==> config.mk <==
export PLATFORM = sky130hd
export DESIGN_NAME = proc_ctrl_seq
export DESIGN_NICKNAME = d
export VERILOG_FILES = /design/src/rtl/proc_ctrl_seq.sv
export SDC_FILE = /design/constraint.sdc
export NUM_CORES = 1
export LEC_CHECK = 0
export ABC_CLOCK_PERIOD_IN_PS = 3200
export CAP_MARGIN = 40
export CORE_ASPECT_RATIO = 0.9
export CORE_MARGIN = 1
export CORE_UTILIZATION = 42
export CTS_BUF_LIST = sky130_fd_sc_hd__clkbuf_8
export CTS_CLUSTER_DIAMETER = 40
export DETAILED_ROUTE_END_ITERATION = 8
export PLACE_DENSITY = 0.86
export SETUP_SLACK_MARGIN = 0.2
export SKIP_CTS_REPAIR_TIMING = 1
export SLEW_MARGIN = 20
export SYNTH_ARGS = -nofsm -noshare
export SYNTH_HDL_FRONTEND = slang
export SYNTH_SLANG_ARGS = --single-unit
==> constraint.sdc <==
create_clock -name Clock -period 3.2 [get_ports Clock]
set_input_delay 0.64 -clock Clock [delete_from_list [all_inputs] [get_ports Clock]]
set_output_delay 0.64 -clock Clock [all_outputs]
set_load 0.005 [all_outputs]
==> src/rtl/proc_ctrl_seq.sv <==
// rtl/proc_ctrl_seq.sv - Lab6 processor control sequencer (T0-T3 slots); optional HALT via PROC_CTRL_HALT_EN
module proc_ctrl_seq #(
    parameter int                   SEL_W    = 3,
    parameter logic [3+2*SEL_W-1:0] RESET_IR = '0
) (
    input  logic                   Clock,
    input  logic                   Resetn,
    input  logic                   Run,
    input  logic [3+2*SEL_W-1:0]   DIN,
    output logic [3+2*SEL_W-1:0]   IR,
    output logic [1:0]             Tstep,
    output logic                   IRin,
    output logic                   DINout,
    output logic                   Ain,
    output logic                   Gin,
    output logic                   Gout,
    output logic                   AddSub,
    output logic [SEL_W-1:0]       RinW,
    output logic                   RinEn,
    output logic [SEL_W-1:0]       RoutW,
    output logic                   RoutEn,
    output logic                   Done
);
    localparam int IW = 3 + 2 * SEL_W;

`ifdef PROC_CTRL_HALT_EN
    typedef enum logic [2:0] {T0 = 3'd0, T1 = 3'd1, T2 = 3'd2, T3 = 3'd3, HALT = 3'd4} state_t;
`else
    typedef enum logic [1:0] {T0 = 2'd0, T1 = 2'd1, T2 = 2'd2, T3 = 2'd3} state_t;
`endif

    state_t            state_q, state_d;
    logic [IW-1:0]     ir_q, ir_d;
    logic [2:0]        op;
    logic [SEL_W-1:0]  x_sel, y_sel;

    assign op    = ir_q[IW-1 -: 3];
    assign x_sel = ir_q[2*SEL_W-1 -: SEL_W];
    assign y_sel = ir_q[SEL_W-1:0];
    assign IR    = ir_q;

`ifdef PROC_CTRL_HALT_EN
    assign Tstep = (state_q == HALT) ? 2'd3 : state_q[1:0];
`else
    assign Tstep = state_q;
`endif

    // State and instruction registers; reset aborts any in-flight instruction
    always_ff @(posedge Clock or negedge Resetn) begin
        if (!Resetn) begin
            state_q <= T0;
            ir_q    <= RESET_IR;
        end else begin
            state_q <= state_d;
            ir_q    <= ir_d;
        end
    end

    // Slot decode: next slot and strobes; everything is forced low while reset is held
    always_comb begin
        state_d = state_q;
        ir_d    = ir_q;
        IRin    = 1'b0;
        DINout  = 1'b0;
        Ain     = 1'b0;
        Gin     = 1'b0;
        Gout    = 1'b0;
        AddSub  = 1'b0;
        RinW    = '0;
        RinEn   = 1'b0;
        RoutW   = '0;
        RoutEn  = 1'b0;
        Done    = 1'b0;
        if (Resetn) begin
            case (state_q)
                T0: begin
                    if (Run) begin
                        IRin    = 1'b1;
                        ir_d    = DIN;
                        state_d = T1;
                    end
                end
                T1: begin
                    state_d = T0;
                    case (op)
                        3'b000: begin
                            RoutW  = y_sel;
                            RoutEn = 1'b1;
                            RinW   = x_sel;
                            RinEn  = 1'b1;
                            Done   = 1'b1;
                        end
                        3'b001: begin
                            DINout = 1'b1;
                            RinW   = x_sel;
                            RinEn  = 1'b1;
                            Done   = 1'b1;
                        end
                        3'b010, 3'b011: begin
                            RoutW   = x_sel;
                            RoutEn  = 1'b1;
                            Ain     = 1'b1;
                            state_d = T2;
                        end
`ifdef PROC_CTRL_HALT_EN
                        3'b111: begin
                            Done    = 1'b1;
                            state_d = HALT;
                        end
`endif
                        default: Done = 1'b1;
                    endcase
                end
                T2: begin
                    RoutW   = y_sel;
                    RoutEn  = 1'b1;
                    Gin     = 1'b1;
                    AddSub  = (op == 3'b011);
                    state_d = T3;
                end
                T3: begin
                    Gout    = 1'b1;
                    RinW    = x_sel;
                    RinEn   = 1'b1;
                    Done    = 1'b1;
                    state_d = T0;
                end
`ifdef PROC_CTRL_HALT_EN
                HALT: state_d = HALT;
                default: state_d = T0;
`endif
            endcase
        end
    end
endmodule
==> impl_results.md <==
* Arrival time worst endpoint at 2.17 ns
* Final instance area at 0.00115 mm^2
* Die height at 40.6 um
* Startpoint type of the worst setup path: flop
* CTS tree: done
* First-pass GRT wire length at 2700 um
* Final Hold Fails at 0
* Leakage at 0.527 nW
* Fillers at 107
* Die area at 0.00183 mm^2
* Final Critical Period at 2.81 ns
* Clock sink total at 11
* Avg Cell Area, Syn at 10.7 um^2
* Crit. End Element: output port
* Pin count of the biggest net entering global routing at 11
* Max rail drop VDD at 0.638 mV
* Post-route worst setup slack at 0.394 ns
* Critical Path Fanout Max at 4
* Top cells by area, synth: dfrtp_1, mux2_2, ha_1, inv_1, o32ai_1
* Hold WS at 0.326 ns
* Mapped Nets at 82
* Cell variety after synth at 24
* Pins over their slew limit at 0
* Sequential fraction of the synthesis area at 39.5%
* Post-synth ARST share at 100%
* Sequential Area at 275 um^2
* Post-Route WL at 1740 um
* Multi-input gate area at 377 um^2
* Clk_skew at 0.00362 ns
* Synthesis Warnings at 0
* Final core utilization at 77.1%
* Post-Syn Area at 697 um^2
* Final worst-path cycle share at 87.7%
* CTS Buf Count at 3
* Run status: finished clean
* Max Cap Viol at 0
* Slew headroom at 70.6%
* Drt first pass iters at 4
* Post-placement setup slack at 0.177 ns
* CP Data Required Time at 2.56 ns
* Nets at 126
* DR vias/cell at 4.92
* Root Buffer Master: clkbuf_8
* Worst-margin pin slew at 0.440 ns
* Clock buffer depth at 2
* Pwr per Cell Area at 840 mW/mm^2
* Number of synthesized flops with an enable pin at 0
* Fmax at 0.356 GHz
* Post-synth top flop: dfrtp_1
* Final Wtd Congestion at 0.636
* Row cnt at 13
* Later-pin clock latency in the skew report at 0.23 ns
* Total track usage at 22.4%
* Number of global-route vias before repair at 608
* Starting DRT DRC Count at 16
* Worst-path clk slew at 0.05 ns
* Core region area at 0.00150 mm^2
* I/O Pins at 38
* GRT Residual Overflow at 0
* H-tree depth reported by CTS at 1
* Post-synthesis cell count at 65
* Vias after detailed routing at 639
* Remaining antenna violation count at 0
* Setup violators final at 0
* DRC errors left at 0
* Cell accounting for the most synthesized area: dfrtp_1
* Drt wl/cell at 13.4 um
* Placed inst area at 0.00111 mm^2
* Area delta synth->final at 65.5%
* Synth top area share at 39.5%
* Share of cells above drive strength 1 at 18.5%
* Most common cell after layout, fill and taps aside: clkdlybuf4s50_1
* DPL Wire Length at 1390 um
* Flops & latches, synth at 11
* Initial antenna violation count at 0
* Die X at 44.9 um
* Initial Util at 46.6%
* Highest-count cells in the layout ignoring fill and taps: clkdlybuf4s50_1, dfrtp_1, inv_1
* # diodes at 0
* Hold Path Class: in -> async
* Setup TNS at 0 ns
* Port Buf Inserts at 37
* RSZ-0062 raised after global routing: false
* Setup CP Type: reg -> out
-- metrics by stage --
step                      total power [mW]  cells
after floorplan                      0.546     65
after global placement               0.824    126
after detailed placement             0.839    126
after CTS                            0.978    130
after global routing                  1.05    130
final                                0.969    130
-- synth_stat cells, drive strengths merged (2+ instances only) --
cell type	instances
a21oi	2
and2	3
and3	2
dfrtp	11
ha	5
inv	9
mux2	9
mux2i	2
nand2	5
nor2	4
o21ai	2
o32ai	3
-- power breakdown --
part / switching (mW) / internal (mW) / total [mW]
clock network: 0.0500 / 0.0840 / 0.134
logic: 0.223 / 0.334 / 0.557
registers: 0.0675 / 0.211 / 0.278
total: 0.340 / 0.629 / 0.969
-- per-layer routing --
layer	part of all wire (%)	routed length, um	vias to the layer above	GRT usage [%]
li1	-	-	309	-
met1	43	751	301	28.6
met2	48	837	27	33.3
met3	7.1	124	2	8.81
met4	1.6	27	0	11.4
met5	0	0	-	0
-- final cells by class --
type / count / share of cell area, %
tap: 22 / 2.39
multi-input combinational: 44 / 32.6
clock buffer: 3 / 3.58
clock inverter: 1 / 0.325
timing repair buffer: 40 / 34.3
sequential: 11 / 23.9
inverter: 9 / 2.93
-- critical path: stages (launching register included) --
cell and delay [ns]:
dfrtp_1 0.41, inv_1 0.13, ha_1 0.22, nor3b_2 0.27, o21ai_1 0.19, nor2_1 0.18
clkdlybuf4s50_1 0.53
-- flip-flops by register name, summed over array words and instances (netlist names), named ones only --
register,count
Tstep,1
IR,9
-- final timing paths --
path / start / endpoint / slack (ns) / cells after the start
worst min register to register: IR[4]$_DFFE_PN0P_ / IR[4]$_DFFE_PN0P_ / 0.54 / 1
worst max-delay path: flop / RinW[1] / 0.39 / 6
max in group asynchronous: Resetn / IR[8]$_DFFE_PN0P_ / 2.39 / 2
worst max register to register: Tstep[0]$_DFFE_PN0P_ / IR[2]$_DFFE_PN0P_ / 1.80 / 4
worst min-delay path: Resetn / IR[5]$_DFFE_PN0P_ / 0.33 / 1
min in group Clock: IR[4]$_DFFE_PN0P_ / IR[4]$_DFFE_PN0P_ / 0.54 / 1
-- cells by family (layout without fill, tap and decap cells) --
family / after synthesis / after routing / share of synthesized area [%]
buf+inv: 10 / 53 / 6.46
compound gates: 9 / 9 / 9.34
fa+ha+maj: 5 / 5 / 8.98
mux: 11 / 11 / 17.4
simple gates: 19 / 19 / 18.3
flops: 11 / 11 / 39.5
Power figures use the tool's default switching activity.
